===== src/rtl/qed_pkg.sv =====
// Shared definitions for the QED duplication controller: opcodes, state encoding and the
// register-field remap applied to replayed instructions.
package qed_pkg;

  localparam logic [6:0] OP     = 7'b0110011;
  localparam logic [6:0] OP_IMM = 7'b0010011;
  localparam logic [6:0] LOAD   = 7'b0000011;
  localparam logic [6:0] STORE  = 7'b0100011;
  localparam logic [6:0] BRANCH = 7'b1100011;
  localparam logic [6:0] LUI    = 7'b0110111;
  localparam logic [6:0] AUIPC  = 7'b0010111;
  localparam logic [6:0] JAL    = 7'b1101111;
  localparam logic [6:0] JALR   = 7'b1100111;

  localparam logic [31:0] QED_NOP = 32'h00000013;

  typedef enum logic [1:0] {
    ORIG = 2'd0,
    DUP  = 2'd1,
    DONE = 2'd2
  } qed_state_t;

  // x0 stays x0; x1..x15 move to the upper half of the register file.
  function automatic logic [4:0] qed_map_reg(input logic [4:0] f);
    return (f == 5'd0) ? f : (f | 5'b10000);
  endfunction

  function automatic logic [31:0] qed_remap(input logic [31:0] instr);
    logic [6:0]  opc;
    logic        rd_en;
    logic        rs1_en;
    logic        rs2_en;
    logic [31:0] res;
    opc    = instr[6:0];
    rd_en  = opc inside {OP, OP_IMM, LOAD, LUI, AUIPC, JAL, JALR};
    rs1_en = opc inside {OP, OP_IMM, LOAD, STORE, BRANCH, JALR};
    rs2_en = opc inside {OP, STORE, BRANCH};
    res    = instr;
    if (rd_en)  res[11:7]  = qed_map_reg(instr[11:7]);
    if (rs1_en) res[19:15] = qed_map_reg(instr[19:15]);
    if (rs2_en) res[24:20] = qed_map_reg(instr[24:20]);
    return res;
  endfunction

endpackage


===== src/rtl/qed_dup_ctrl_if.sv =====
// Fetch-side and decoder-side signals of the QED duplication controller.
interface qed_dup_ctrl_if #(
  parameter int unsigned IW     = 32,
  parameter int unsigned ADDR_W = 4
);
  logic              ena;
  logic              ifu_vld;
  logic [IW-1:0]     ifu_instr;
  logic              exec_dup;
  logic [IW-1:0]     qed_instr;
  logic              qed_vld;
  logic [ADDR_W:0]   qed_num_orig;
  logic [ADDR_W:0]   qed_num_dup;
  logic              qed_check_valid;
  logic              cache_full;
  logic              cache_empty;
  logic [1:0]        qed_mode;

  modport master (
    output ena, ifu_vld, ifu_instr, exec_dup,
    input  qed_instr, qed_vld, qed_num_orig, qed_num_dup, qed_check_valid,
           cache_full, cache_empty, qed_mode
  );

  modport slave (
    input  ena, ifu_vld, ifu_instr, exec_dup,
    output qed_instr, qed_vld, qed_num_orig, qed_num_dup, qed_check_valid,
           cache_full, cache_empty, qed_mode
  );
endinterface


===== src/rtl/qed_i_cache.sv =====
// DEPTH-entry instruction FIFO recording originals for later replay; synchronous clear.
module qed_i_cache #(
  parameter int unsigned DEPTH  = 16,
  parameter int unsigned ADDR_W = 4,
  parameter int unsigned IW     = 32
) (
  input  logic              clk_i,
  input  logic              rst_ni,
  input  logic              push_i,
  input  logic              pop_i,
  input  logic [IW-1:0]     wdata_i,
  output logic [IW-1:0]     rdata_o,
  output logic [ADDR_W:0]   occ_o,
  output logic              full_o,
  output logic              empty_o
);
  localparam logic [ADDR_W:0]   DepthCnt = (ADDR_W + 1)'(DEPTH);
  localparam logic [ADDR_W:0]   OneCnt   = {{ADDR_W{1'b0}}, 1'b1};
  localparam logic [ADDR_W-1:0] OnePtr   = {{(ADDR_W - 1){1'b0}}, 1'b1};

  logic [IW-1:0]     mem_q [DEPTH];
  logic [ADDR_W-1:0] head_q, head_d;
  logic [ADDR_W-1:0] tail_q, tail_d;
  logic [ADDR_W:0]   occ_q, occ_d;

  // Pointers are exactly ADDR_W bits wide, so the increment wraps mod DEPTH.
  always_comb begin
    head_d = pop_i  ? head_q + OnePtr : head_q;
    tail_d = push_i ? tail_q + OnePtr : tail_q;
    case ({push_i, pop_i})
      2'b10:   occ_d = occ_q + OneCnt;
      2'b01:   occ_d = occ_q - OneCnt;
      default: occ_d = occ_q;
    endcase
  end

  always_ff @(posedge clk_i) begin
    if (!rst_ni) begin
      for (int unsigned i = 0; i < DEPTH; i++) mem_q[i] <= '0;
      head_q <= '0;
      tail_q <= '0;
      occ_q  <= '0;
    end else begin
      if (push_i) mem_q[tail_q] <= wdata_i;
      head_q <= head_d;
      tail_q <= tail_d;
      occ_q  <= occ_d;
    end
  end

  assign rdata_o = mem_q[head_q];
  assign occ_o   = occ_q;
  assign full_o  = (occ_q == DepthCnt);
  assign empty_o = (occ_q == '0);

endmodule


===== src/rtl/qed_dup_ctrl.sv =====
// QED duplication controller: passes originals through while caching them, then replays
// them with remapped registers so the consistency check can compare both halves.
module qed_dup_ctrl
  import qed_pkg::*;
#(
  parameter int unsigned DEPTH  = 16,
  parameter int unsigned ADDR_W = 4,
  parameter int unsigned IW     = 32
) (
  input logic          clk,
  input logic          rst,
  qed_dup_ctrl_if.slave bus
);
  localparam logic [ADDR_W:0] DepthCnt = (ADDR_W + 1)'(DEPTH);
  localparam logic [ADDR_W:0] OneCnt   = {{ADDR_W{1'b0}}, 1'b1};

  qed_state_t      state_q, state_d;
  logic [ADDR_W:0] num_orig_q, num_orig_d;
  logic [ADDR_W:0] num_dup_q, num_dup_d;
  logic            check_valid_q, check_valid_d;

  logic            push;
  logic            pop;
  logic [IW-1:0]   cache_rdata;
  logic [ADDR_W:0] occ;
  logic [ADDR_W:0] occ_nxt;
  logic            full;
  logic            empty;

  assign push    = (state_q == ORIG) && bus.ena && bus.ifu_vld && !full;
  assign pop     = (state_q == DUP) && bus.ena;
  assign occ_nxt = occ + {{ADDR_W{1'b0}}, push};

  qed_i_cache #(
    .DEPTH  (DEPTH),
    .ADDR_W (ADDR_W),
    .IW     (IW)
  ) u_cache (
    .clk_i   (clk),
    .rst_ni  (rst),
    .push_i  (push),
    .pop_i   (pop),
    .wdata_i (bus.ifu_instr),
    .rdata_o (cache_rdata),
    .occ_o   (occ),
    .full_o  (full),
    .empty_o (empty)
  );

  always_comb begin
    state_d       = state_q;
    num_orig_d    = push ? num_orig_q + OneCnt : num_orig_q;
    num_dup_d     = pop  ? num_dup_q + OneCnt  : num_dup_q;
    check_valid_d = (state_q == DONE) && (num_orig_q == num_dup_q);
    unique case (state_q)
      // A full cache forces replay even without a request.
      ORIG: if (bus.ena && ((bus.exec_dup && occ_nxt != '0) || occ_nxt == DepthCnt)) begin
        state_d = DUP;
      end
      DUP:  if (pop && occ == OneCnt) state_d = DONE;
      DONE: state_d = DONE;
      default: state_d = ORIG;
    endcase
  end

  always_ff @(posedge clk) begin
    if (!rst) begin
      state_q       <= ORIG;
      num_orig_q    <= '0;
      num_dup_q     <= '0;
      check_valid_q <= 1'b0;
    end else begin
      state_q       <= state_d;
      num_orig_q    <= num_orig_d;
      num_dup_q     <= num_dup_d;
      check_valid_q <= check_valid_d;
    end
  end

  always_comb begin
    bus.qed_instr = QED_NOP;
    bus.qed_vld   = 1'b1;
    unique case (state_q)
      ORIG: begin
        bus.qed_instr = bus.ifu_instr;
        bus.qed_vld   = bus.ifu_vld;
      end
      DUP:     bus.qed_instr = qed_remap(cache_rdata);
      default: bus.qed_instr = QED_NOP;
    endcase
  end

  assign bus.qed_num_orig    = num_orig_q;
  assign bus.qed_num_dup     = num_dup_q;
  assign bus.qed_check_valid = check_valid_q;
  assign bus.cache_full      = full;
  assign bus.cache_empty     = empty;
  assign bus.qed_mode        = state_q;

endmodule


===== src/flat_wrapper.sv =====
// flat-port wrapper written by rule: the top's interface ports become plain ports
module qed_dup_ctrl_flat import qed_pkg::*;
#(
  parameter int unsigned DEPTH  = 16,
  parameter int unsigned ADDR_W = 4,
  parameter int unsigned IW     = 32
)
  (clk, rst, bus_ena, bus_ifu_vld, bus_ifu_instr, bus_exec_dup, bus_qed_instr, bus_qed_vld, bus_qed_num_orig, bus_qed_num_dup, bus_qed_check_valid, bus_cache_full, bus_cache_empty, bus_qed_mode);
  qed_dup_ctrl_if #(.IW(IW), .ADDR_W(ADDR_W)) bus_i ();
  input logic clk;
  input logic rst;
  input wire logic [$bits(bus_i.ena)-1:0] bus_ena;
  input wire logic [$bits(bus_i.ifu_vld)-1:0] bus_ifu_vld;
  input wire logic [$bits(bus_i.ifu_instr)-1:0] bus_ifu_instr;
  input wire logic [$bits(bus_i.exec_dup)-1:0] bus_exec_dup;
  output wire logic [$bits(bus_i.qed_instr)-1:0] bus_qed_instr;
  output wire logic [$bits(bus_i.qed_vld)-1:0] bus_qed_vld;
  output wire logic [$bits(bus_i.qed_num_orig)-1:0] bus_qed_num_orig;
  output wire logic [$bits(bus_i.qed_num_dup)-1:0] bus_qed_num_dup;
  output wire logic [$bits(bus_i.qed_check_valid)-1:0] bus_qed_check_valid;
  output wire logic [$bits(bus_i.cache_full)-1:0] bus_cache_full;
  output wire logic [$bits(bus_i.cache_empty)-1:0] bus_cache_empty;
  output wire logic [$bits(bus_i.qed_mode)-1:0] bus_qed_mode;
  assign bus_i.ena = bus_ena;
  assign bus_i.ifu_vld = bus_ifu_vld;
  assign bus_i.ifu_instr = bus_ifu_instr;
  assign bus_i.exec_dup = bus_exec_dup;
  assign bus_qed_instr = bus_i.qed_instr;
  assign bus_qed_vld = bus_i.qed_vld;
  assign bus_qed_num_orig = bus_i.qed_num_orig;
  assign bus_qed_num_dup = bus_i.qed_num_dup;
  assign bus_qed_check_valid = bus_i.qed_check_valid;
  assign bus_cache_full = bus_i.cache_full;
  assign bus_cache_empty = bus_i.cache_empty;
  assign bus_qed_mode = bus_i.qed_mode;
  qed_dup_ctrl #(.DEPTH(DEPTH), .ADDR_W(ADDR_W), .IW(IW)) u_core (.clk(clk), .rst(rst), .bus(bus_i));
endmodule

===== config.mk =====
export PLATFORM = sky130hd
export DESIGN_NAME = qed_dup_ctrl_flat
export DESIGN_NICKNAME = d
export VERILOG_FILES = /design/src/rtl/qed_pkg.sv /design/src/rtl/qed_dup_ctrl_if.sv /design/src/rtl/qed_i_cache.sv /design/src/rtl/qed_dup_ctrl.sv /design/src/flat_wrapper.sv
export SDC_FILE = /design/constraint.sdc
export NUM_CORES = 1
export LEC_CHECK = 0
export CAP_MARGIN = 30
export CELL_PAD_IN_SITES_DETAIL_PLACEMENT = 0
export CELL_PAD_IN_SITES_GLOBAL_PLACEMENT = 1
export CORE_MARGIN = 1.5
export CORE_UTILIZATION = 40
export DETAILED_ROUTE_END_ITERATION = 16
export PLACE_DENSITY_LB_ADDON = 0.12
export SLEW_MARGIN = 20
export SYNTH_ARGS = -nofsm -noshare
export SYNTH_HDL_FRONTEND = slang
export SYNTH_SLANG_ARGS = --single-unit

===== constraint.sdc =====
create_clock -name clk -period 6.4 [get_ports clk]
set_clock_uncertainty 0.05 [all_clocks]
set_input_delay 1.28 -clock clk [delete_from_list [all_inputs] [get_ports clk]]
set_output_delay 1.28 -clock clk [all_outputs]
set_load 0.01 [all_outputs]

==> out/qor.yml <==
placement:
  place_congestion: 0.775
  place_area_um2: 27200
  dp_hpwl_mm: 41.8
  port_buffers: 84
yosys:
  synthSimpleGateAreaFrac: 0.154
  synth-compound-area-share: 0.0221
  synth_edf_count: 512
  synth_fp_nets: 1652
  yosysTopAreaCellShare: 0.617
  netlist_area_um2: 24900
  synth_cell_types: 48
  yosysSeqAreaShare: 0.641
  synth_top_cell_by_area: "edfxtp_1"
  synth_top_family_by_area: "simple AND/OR/NAND/NOR gates"
  avgSynthCellArea_um2: 15.6
  ys_async_sr_fraction: 0
  synth-xor-area-share: 0.00808
  synth_flop_cell: "edfxtp_1"
  synth-seq-cells: 542
  ys_top_cells_by_area: "edfxtp_1 (62%), mux4_2 (14%), and2_1 (13%)"
  postSynthCellCount: 1597
  ys_warn_count: 0
  synthMuxAreaShare: 0.141
  synthAdderAreaFrac: 0.00904
die:
  initial_utilization: 0.405
  io_pins: 85
  die_h_um: 253
  core_area_um2: 61600
  rows: 91
  die_width_um: 253
  die_area_um2: 63800
drt:
  drc: 0
  final_antenna_net_count: 0
  drt_iter0_markers: 1192
  viasPerCell: 5.49
  routed_wl_mm: 72.7
  vias: 14002
  wl_per_cell_um: 28.5
  dr.pass1.iters: 5
clock_network:
  cts_buffers: 60
  tritoncts: "yes"
  clkLatencyLatePin_ns: 0.62
  clkTransAtPathRegs_ns: 0.06
  clk_path_buf_depth: 3
  htreeDepth: 2
  cts_resized: 0
  root_buffer: "clkbuf_16"
  hold_buffers: 0
  post_cts_buffers: 0
  cts.sinks: 542
critical_path:
  cp-end-kind: "output pin"
  start_kind: "register"
  worstPathArrival_ns: 4.71
  reg2regPathDepth: 10
  crit_type: "reg2out"
  critPathMaxFanout: 24
  cp.required_ns: 5.07
layout:
  nFillCells: 5278
  syn_to_final_growth_pct: 17.0
  drive_gt1_frac: 0.196
  final_cell_mix: "and2_1 (530), edfxtp_1 (512), mux4_2 (154)"
  layout.nets: 1722
  fin_area_um2: 29200
  layout_commonest_cell: "and2_1"
power_and_ir_drop:
  ir_drop_uv: 225
  leakagePower_nw: 10.2
  p_per_area_nw_per_um2: 307
timing:
  max_clock_freq_mhz: 165
  fin_crit_sh: 0.944
  max_slew_margin: 0.359
  slew_viol_final: 0
  rsz0062_at_grt: "no"
  tightest_slew_ns: 0.960
  holdWs_ns: 0.462
  period_needed_ns: 6.04
  tns_ns: 0
  hold_violations: 0
  finalSetupViolations: 0
status:
  status: "finished, final reports clean"
global_routing:
  grt-ovfl-total: 0
  grt_max_degree: 40
  antenna_found_initial: 8
  grt_usage: 0.232
  grt_pass1_wl_mm: 105
  grt_pass1_vias: 14455
worst_hold_path:
  holdPathStages: 2
  hp-class: "reg2reg"
flow_run:
  max_cap_violations: 0
## cells in the mapped netlist (2+ instances only)
cell type	n
dfxtp_1	30
mux2i_1	4
a21oi_1	5
buf_2	15
a31oi_1	2
clkbuf_1	109
a22o_1	26
nor4b_1	2
mux4_2	154
inv_1	8
o31ai_1	2
nand3_2	2
buf_6	8
nand2b_1	4
xor2_1	2
xnor2_1	21
a22oi_1	8
a21boi_0	7
nor4_1	2
or3_1	5
nand2_1	37
ha_1	18
edfxtp_1	512
nand3_1	12
nor2b_1	4
nor2_1	23
and2_1	530
nand4_1	7
o21ai_0	19
## worst max-delay path, stage by stage (launching register included)
cell and delay [ns]:
dfxtp_4 0.70, buf_4 0.32, mux4_2 0.51, a22oi_1 0.21
nand3_2 0.14, or3b_1 0.51, a2111oi_1 0.72, buf_4 0.22
a221o_1 0.16, clkdlybuf4s50_1 0.56
## power by group
part           internal (mW)  switching [mW]
Sequential              4.02          0.0890
Clock                   2.02            1.44
Combinational          0.638           0.732
Total                   6.69            2.26
## worst paths after layout
kind                            slack, ns                startpoint                     endpoint
worst max register to register       2.36    u_core.bus.qed_mode[0]  u_core.u_cache.mem_q[3][28]
worst min-delay path                 0.46  u_core.u_cache.head_q[1]                     register
worst min register to register       0.46  u_core.u_cache.head_q[1]                     register
worst max-delay path                 0.36                  register            bus_qed_instr[24]
## kinds of logic after synthesis
family | after synthesis
simple gates | 636
compound gates | 77
buf+inv | 143
fa+ha+maj | 18
flops | 542
mux | 158
xor+xnor | 23
## layout make-up
| type | instances | area, um2 | share of cell area |
|---|---|---|---|
| antenna | 1 | 2.50 | 0.0000858 |
| clock inverter | 30 | 303 | 0.0104 |
| timing repair buffer | 142 | 1530 | 0.0523 |
| tap | 837 | 1050 | 0.0359 |
| sequential | 542 | 16000 | 0.548 |
| clock buffer | 79 | 1640 | 0.0561 |
| inverter | 9 | 33.8 | 0.00116 |
| multi-input combinational | 912 | 8630 | 0.296 |
## routing by layer
layer  wire (um)  track usage  vias to the layer above
li1            -            -                     6062
met1       31100        0.315                     7432
met2       36300        0.392                      407
met3        3870       0.0355                       95
met4        1410       0.0549                        6
met5          43            0                        -
## registers in the layout (all words and copies together), names as in the netlist, named ones only
name / cells
u_core.u_cache.mem_q: 512
u_core.bus.qed_num_dup: 5
u_core.bus.qed_num_orig: 5
u_core.u_cache.occ_o: 5
u_core.u_cache.head_q: 4
u_core.u_cache.tail_q: 4
u_core.bus.qed_mode: 2
u_core.bus.qed_check_valid: 1
## through the flow
step	utilization	setup WS (ns)	cells	power [mW]
2_1_floorplan	-	1.53	1597	4.95
3_3_place_gp	0.439	0.995	2435	5.57
3_5_place_dp	0.442	1.03	2441	5.58
4_1_cts	0.473	0.307	2550	9.03
5_1_grt	0.474	0.149	2551	9.24
6_report	0.474	0.357	2552	8.95
No activity file was read; power rests on OpenSTA's default activity.
